`config.mk`:
```
export PLATFORM = sky130hd
export DESIGN_NAME = fetch_ctrl
export DESIGN_NICKNAME = d
export VERILOG_FILES = /design/src/rtl/fetch_ctrl.sv
export SDC_FILE = /design/constraint.sdc
export NUM_CORES = 1
export LEC_CHECK = 0
export ABC_CLOCK_PERIOD_IN_PS = 3750
export CORE_MARGIN = 2
export CORE_UTILIZATION = 56
export CTS_CLUSTER_DIAMETER = 120
export DETAILED_ROUTE_END_ITERATION = 10
export HOLD_SLACK_MARGIN = 0.05
export PLACE_DENSITY = 0.84
export SYNTH_ARGS = -nofsm -noshare
export SYNTH_HDL_FRONTEND = slang
export SYNTH_SLANG_ARGS = --single-unit
```
`constraint.sdc`:
```
create_clock -name clk -period 3.75 [get_ports clk]
set_clock_uncertainty 0.15 [all_clocks]
set_input_delay 0.75 -clock clk [delete_from_list [all_inputs] [get_ports clk]]
set_output_delay 0.75 -clock clk [all_outputs]
set_load 0.005 [all_outputs]
```
`src/rtl/fetch_ctrl.sv`:
```
// ---------------------------------------------------------------------------
// fetch_ctrl
//
// Instruction-fetch sequencer that steers the program counter. It walks
// 1-byte ordinary opcodes and 2-byte branch instructions (JMP, JZ/JNZ,
// JC/JNC, CALL). It resolves RET from an internal return-address stack and
// parks in HALT on HLT. Ordinary opcodes are handed to the execute path
// through ir/exec_valid.
//
// Parameters:
//   STACK_DEPTH  number of return-address entries (1..16)
//
// Ports:
//   clk         system clock, rising edge
//   reset       asynchronous, active-high reset
//   pc_addr     current PC value
//   instr       program-memory byte at pc_addr (combinational read)
//   stall       hold request; freezes the sequencer and the PC
//   zero_flag   ALU Z flag, sampled in the operand cycle of a branch
//   carry_flag  ALU CY flag, sampled in the operand cycle of a branch
//   pc_jump     PC load strobe (combinational)
//   pc_jmpaddr  PC load value, 00 whenever pc_jump is low (combinational)
//   pc_freeze   PC hold (combinational)
//   ir          latched opcode (registered)
//   exec_valid  one-cycle pulse: ir holds an ordinary opcode to execute
//   halted      high while parked in HALT
//   stack_err   sticky return-stack overflow/underflow flag
// ---------------------------------------------------------------------------
module fetch_ctrl #(
    parameter int STACK_DEPTH = 4
) (
    input  logic       clk,
    input  logic       reset,
    input  logic [7:0] pc_addr,
    input  logic [7:0] instr,
    input  logic       stall,
    input  logic       zero_flag,
    input  logic       carry_flag,
    output logic       pc_jump,
    output logic [7:0] pc_jmpaddr,
    output logic       pc_freeze,
    output logic [7:0] ir,
    output logic       exec_valid,
    output logic       halted,
    output logic       stack_err
);

    // The pointer counts entries, so it must be able to hold STACK_DEPTH itself.
    localparam int PW = $clog2(STACK_DEPTH + 1);
    localparam int IW = (STACK_DEPTH > 1) ? $clog2(STACK_DEPTH) : 1;

    localparam logic [7:0] OP_JMP  = 8'hC3;
    localparam logic [7:0] OP_JNZ  = 8'hC2;
    localparam logic [7:0] OP_JZ   = 8'hCA;
    localparam logic [7:0] OP_JNC  = 8'hD2;
    localparam logic [7:0] OP_JC   = 8'hDA;
    localparam logic [7:0] OP_CALL = 8'hCD;
    localparam logic [7:0] OP_RET  = 8'hC9;
    localparam logic [7:0] OP_HLT  = 8'h76;

    typedef enum logic [1:0] {
        S_FETCH,
        S_OPERAND,
        S_HALT
    } state_t;

    state_t          state;
    logic [PW-1:0]   sp;
    logic [7:0]      stack [STACK_DEPTH];

    logic            stack_empty;
    logic            stack_full;
    logic [IW-1:0]   top_idx;
    logic [IW-1:0]   push_idx;
    logic [7:0]      ret_addr;
    logic            taken;
    logic            call_ok;
    logic            push_en;

    assign stack_empty = (sp == '0);
    assign stack_full  = (sp == PW'(STACK_DEPTH));
    assign top_idx     = IW'(sp - PW'(1));
    assign push_idx    = IW'(sp);
    // In the operand cycle pc_addr points at the target byte, so the return
    // address is the byte after it; the 8-bit add wraps FF to 00.
    assign ret_addr    = pc_addr + 8'd1;

    // Branch condition for the opcode held in ir while its operand is on instr.
    always_comb begin
        taken = 1'b0;
        case (ir)
            OP_JMP, OP_CALL: taken = 1'b1;
            OP_JZ:           taken = zero_flag;
            OP_JNZ:          taken = ~zero_flag;
            OP_JC:           taken = carry_flag;
            OP_JNC:          taken = ~carry_flag;
            default:         taken = 1'b0;
        endcase
    end

    // A CALL against a full stack degrades to a fall-through.
    assign call_ok = (ir != OP_CALL) || !stack_full;
    assign push_en = (state == S_OPERAND) && !stall && (ir == OP_CALL) && !stack_full;

    // PC steering is combinational so the PC reacts in the same cycle the
    // opcode or operand is presented; reset forces a safe frozen PC.
    always_comb begin
        pc_jump    = 1'b0;
        pc_jmpaddr = 8'h00;
        pc_freeze  = 1'b0;
        if (reset) begin
            pc_freeze = 1'b1;
        end else begin
            case (state)
                S_FETCH: begin
                    if (stall || instr == OP_HLT) begin
                        pc_freeze = 1'b1;
                    end else if (instr == OP_RET && !stack_empty) begin
                        pc_jump    = 1'b1;
                        pc_jmpaddr = stack[top_idx];
                    end
                end
                S_OPERAND: begin
                    if (stall) begin
                        pc_freeze = 1'b1;
                    end else if (taken && call_ok) begin
                        pc_jump    = 1'b1;
                        pc_jmpaddr = instr;
                    end
                end
                default: pc_freeze = 1'b1;
            endcase
        end
    end

    // Sequencer FSM. exec_valid defaults low so it can only ever be a single
    // cycle pulse; a stalled cycle leaves every other register untouched.
    always_ff @(posedge clk or posedge reset) begin
        if (reset) begin
            state      <= S_FETCH;
            ir         <= 8'h00;
            exec_valid <= 1'b0;
            halted     <= 1'b0;
            stack_err  <= 1'b0;
            sp         <= '0;
        end else begin
            exec_valid <= 1'b0;
            case (state)
                S_FETCH: begin
                    if (!stall) begin
                        case (instr)
                            OP_HLT: begin
                                ir     <= instr;
                                halted <= 1'b1;
                                state  <= S_HALT;
                            end
                            OP_JMP, OP_JNZ, OP_JZ, OP_JNC, OP_JC, OP_CALL: begin
                                ir    <= instr;
                                state <= S_OPERAND;
                            end
                            OP_RET: begin
                                if (stack_empty) begin
                                    stack_err <= 1'b1;
                                end else begin
                                    sp <= sp - PW'(1);
                                end
                            end
                            default: begin
                                ir         <= instr;
                                exec_valid <= 1'b1;
                            end
                        endcase
                    end
                end
                S_OPERAND: begin
                    if (!stall) begin
                        if (ir == OP_CALL) begin
                            if (stack_full) begin
                                stack_err <= 1'b1;
                            end else begin
                                sp <= sp + PW'(1);
                            end
                        end
                        state <= S_FETCH;
                    end
                end
                S_HALT: begin
                    halted <= 1'b1;
                end
                default: state <= S_FETCH;
            endcase
        end
    end

    // Return-address storage needs no reset; only entries below sp are read.
    always_ff @(posedge clk) begin
        if (push_en && !reset) begin
            stack[push_idx] <= ret_addr;
        end
    end

endmodule

```
==> flow_summary.yaml, run 1 <==
yosys:
  synth_area_leaders: "edfxtp_1 (41%), dfrtp_1 (17%), mux4_2 (7.7%)"
  synth.avg_cell_area_um2: 14.24
  synth-edff-count: 32
  synthesis.area_um2: 2335
  yosys.area.top_type: "edfxtp_1"
  async_flop_share_pct: 33.33
  netlist.area_leader.share_pct: 41.16
  synth_fp_nets: 191
  synthCells: 164
  netlist-cell-type-count: 40
  ys.flop_type: "edfxtp_1"
  synth-seq-cells: 48
  ys_warn_count: 0
  ys_seq_area_share_pct: 58.31
final_layout:
  final_common_cell: "clkdlybuf4s50_1"
  mostFrequentLayoutCells: "clkdlybuf4s50_1 (41), edfxtp_1 (32), dfrtp_1 (16)"
  nets: 240
  nFillCells: 252
  synthToLayoutAreaGrowth_pct: 25.72
  layout-drive-gt1-share_pct: 17.76
  multi_input_area_um2: 899.6
  seq_area_um2: 1361
  diodes: 0
sta:
  drv_slew: 0
  holdWs_ps: 323.2
  clock.fmax_mhz: 272.5
  relSlewSlack_pct: 53.01
  setup_tns_ps: 0
  hold_viol: 0
  worst_slack_ps: 80.23
  post-route-period-util_pct: 97.86
  rsz0062_at_grt: "false"
  worstMarginPinSlew_ps: 703.5
  setup_violations: 0
  period_minus_slack_ps: 3670
critical_path:
  r2r_start: "state[0]$_DFFE_PP0P_"
  worstRegToRegCells: 4
  reg2reg_slack_ps: 1400
  worstSetupPathType: "in2out"
  worstPathMaxFanout: 9
  crit_required_ps: 2850
  cp-start-kind: "input port"
  end_kind: "output port"
  reg2reg_to: "stack[0][7]$_DFFE_PP_"
  worst_ep_arrival_time_ps: 2770
drt:
  routed_wirelength_um: 4739
  dr.pass1.iters: 4
  drt-initial-drc-count: 182
  vias: 1591
  via_per_inst: 6.027
  wl_per_cell_um: 17.95
  drtAntennaViolNets: 0
  drcViolationCount: 0
min_path:
  hp-class: "reg2reg"
  worstHoldStart: "halted$_DFFE_PP0P_"
  min_to: "halted$_DFFE_PP0P_"
  whs_path_depth: 1
grt:
  antenna_found_initial: 0
  grtUsageTotal_pct: 22.53
  grt_max_degree: 17
  grt-ovfl-total: 0
  grt_pass1_wl_um: 7507
  first_global_vias: 1534
clocking:
  cts_tree: "built"
  cts_hold_buffers: 0
  clock_sinks: 48
  numCtsBuffers: 5
  cts_max_level: 2
  clk_pin_slew_ps: 90
  insertion_delay_ps: 300
  cts.path.max_buffers: 2
  cts-root-buf: "clkbuf_8"
floorplan:
  fp.coreArea_um2: 4000
  die-area_um2: 4702
  fp.dieH_um: 68.57
  die_w_um: 68.57
  ios: 42
  start_util_pct: 58.37
  num_rows: 23
status:
  status: "finished, final reports clean"
pwr:
  power_leakage_uw: 0.001085
  pwr_density_cell_nw_per_um2: 388.9
  ir_drop_v: 0.0002784
place:
  preCtsSetupSlack_ps: 56.19
  port_buffers: 41
  place_congestion: 0.8274
  dp_hpwl_um: 3503
run:
  max_cap_viol_count: 0
[logic make-up after synthesis]
logic type / share of synthesized area [%]
fa+ha+maj: 3.215
mux: 11.95
buf+inv: 3.268
xor+xnor: 4.127
compound gates: 7.503
simple gates: 11.63
flops: 58.31
[worst max-delay path: stages]
cell and delay, ps:
clkdlybuf4s50_1 420, nand4bb_1 270, nor3_2 280, and3_2 340
a32o_1 180, clkdlybuf4s50_1 510
[sequential cells by signal, summed over array words and instances (netlist names)]
signal	flops
stack	32
sp	3
ir	8
stack_err	1
halted	1
state	2
exec_valid	1
[final cells by class]
class	count	share of cell area, %
flip-flops and latches	48	46.38
repair buffers	49	16.03
inverters	8	1.023
well taps	50	2.131
clock inverters	3	1.449
multi-input cells	101	30.65
clock buffers	5	2.344
[stage by stage]
step	instance area [um^2]	utilization, %	total power [uW]	instances
after floorplan	2335	-	702.2	164
after global placement	2821	70.53	782.9	256
after detailed placement	2821	70.53	789.6	256
after CTS	2933	73.32	1148	264
after global routing	2935	73.38	1194	264
final	2935	73.38	1141	264
[synth_stat cells, types with 2 or more instances]
library cell  number
nand2b_1           2
a21oi_1            2
dfrtp_1           16
a2bb2oi_1          2
mux4_2             8
nand4b_1           2
and2_1             5
a32o_1             9
xor2_1             2
o21ai_0            3
ha_1               6
mux2_2             7
xnor2_1            9
or3_1              2
buf_4              2
mux2i_1            2
nor2_1             8
and3_1             4
inv_1              8
nand3b_1           2
nand2_1            7
buf_2              3
nor3_1             2
nand3_1            4
edfxtp_1          32
[repair_timing]
action / CTS / global route
buffers inserted: 0 / 0
resized for setup: 0 / 2
setup endpoints to repair: 0 / 9
hold endpoints to repair: 0 / 0
[where the power goes]
| group | total (uW) | switching (uW) | internal (uW) |
|---|---|---|---|
| Sequential | 602 | 16.5 | 586 |
| Combinational | 176 | 75.4 | 101 |
| Clock | 363 | 166 | 197 |
[metal layers]
metal / track usage [%] / routed length (um)
met1: 28.10 / 1868
met2: 38.70 / 2404
met3: 4.545 / 391
met4: 8.500 / 75
met5: 0 / 0
[how the worst max path moves through the flow]
stage | from | endpoint | slack (ps) | depth (start not counted)
floorplan | sp[0]$_DFFE_PP0P_ | pc_jmpaddr[6] | 1110 | 6
global placement | instr[5] | pc_jmpaddr[2] | 120 | 6
detailed placement | instr[5] | pc_jmpaddr[2] | 60 | 6
CTS | instr[5] | pc_jmpaddr[7] | 20 | 6
global route | instr[5] | pc_jmpaddr[7] | 10 | 6
finish | instr[5] | pc_jmpaddr[7] | 80 | 6
Power figures use the tool's default switching activity.
==> run 2, diff against run 1 <==
ABC_CLOCK_PERIOD_IN_PS = default   (was 3750)
==> results of run 2 <==
The final DEF is identical to that of run 1; final timing and power are the same.
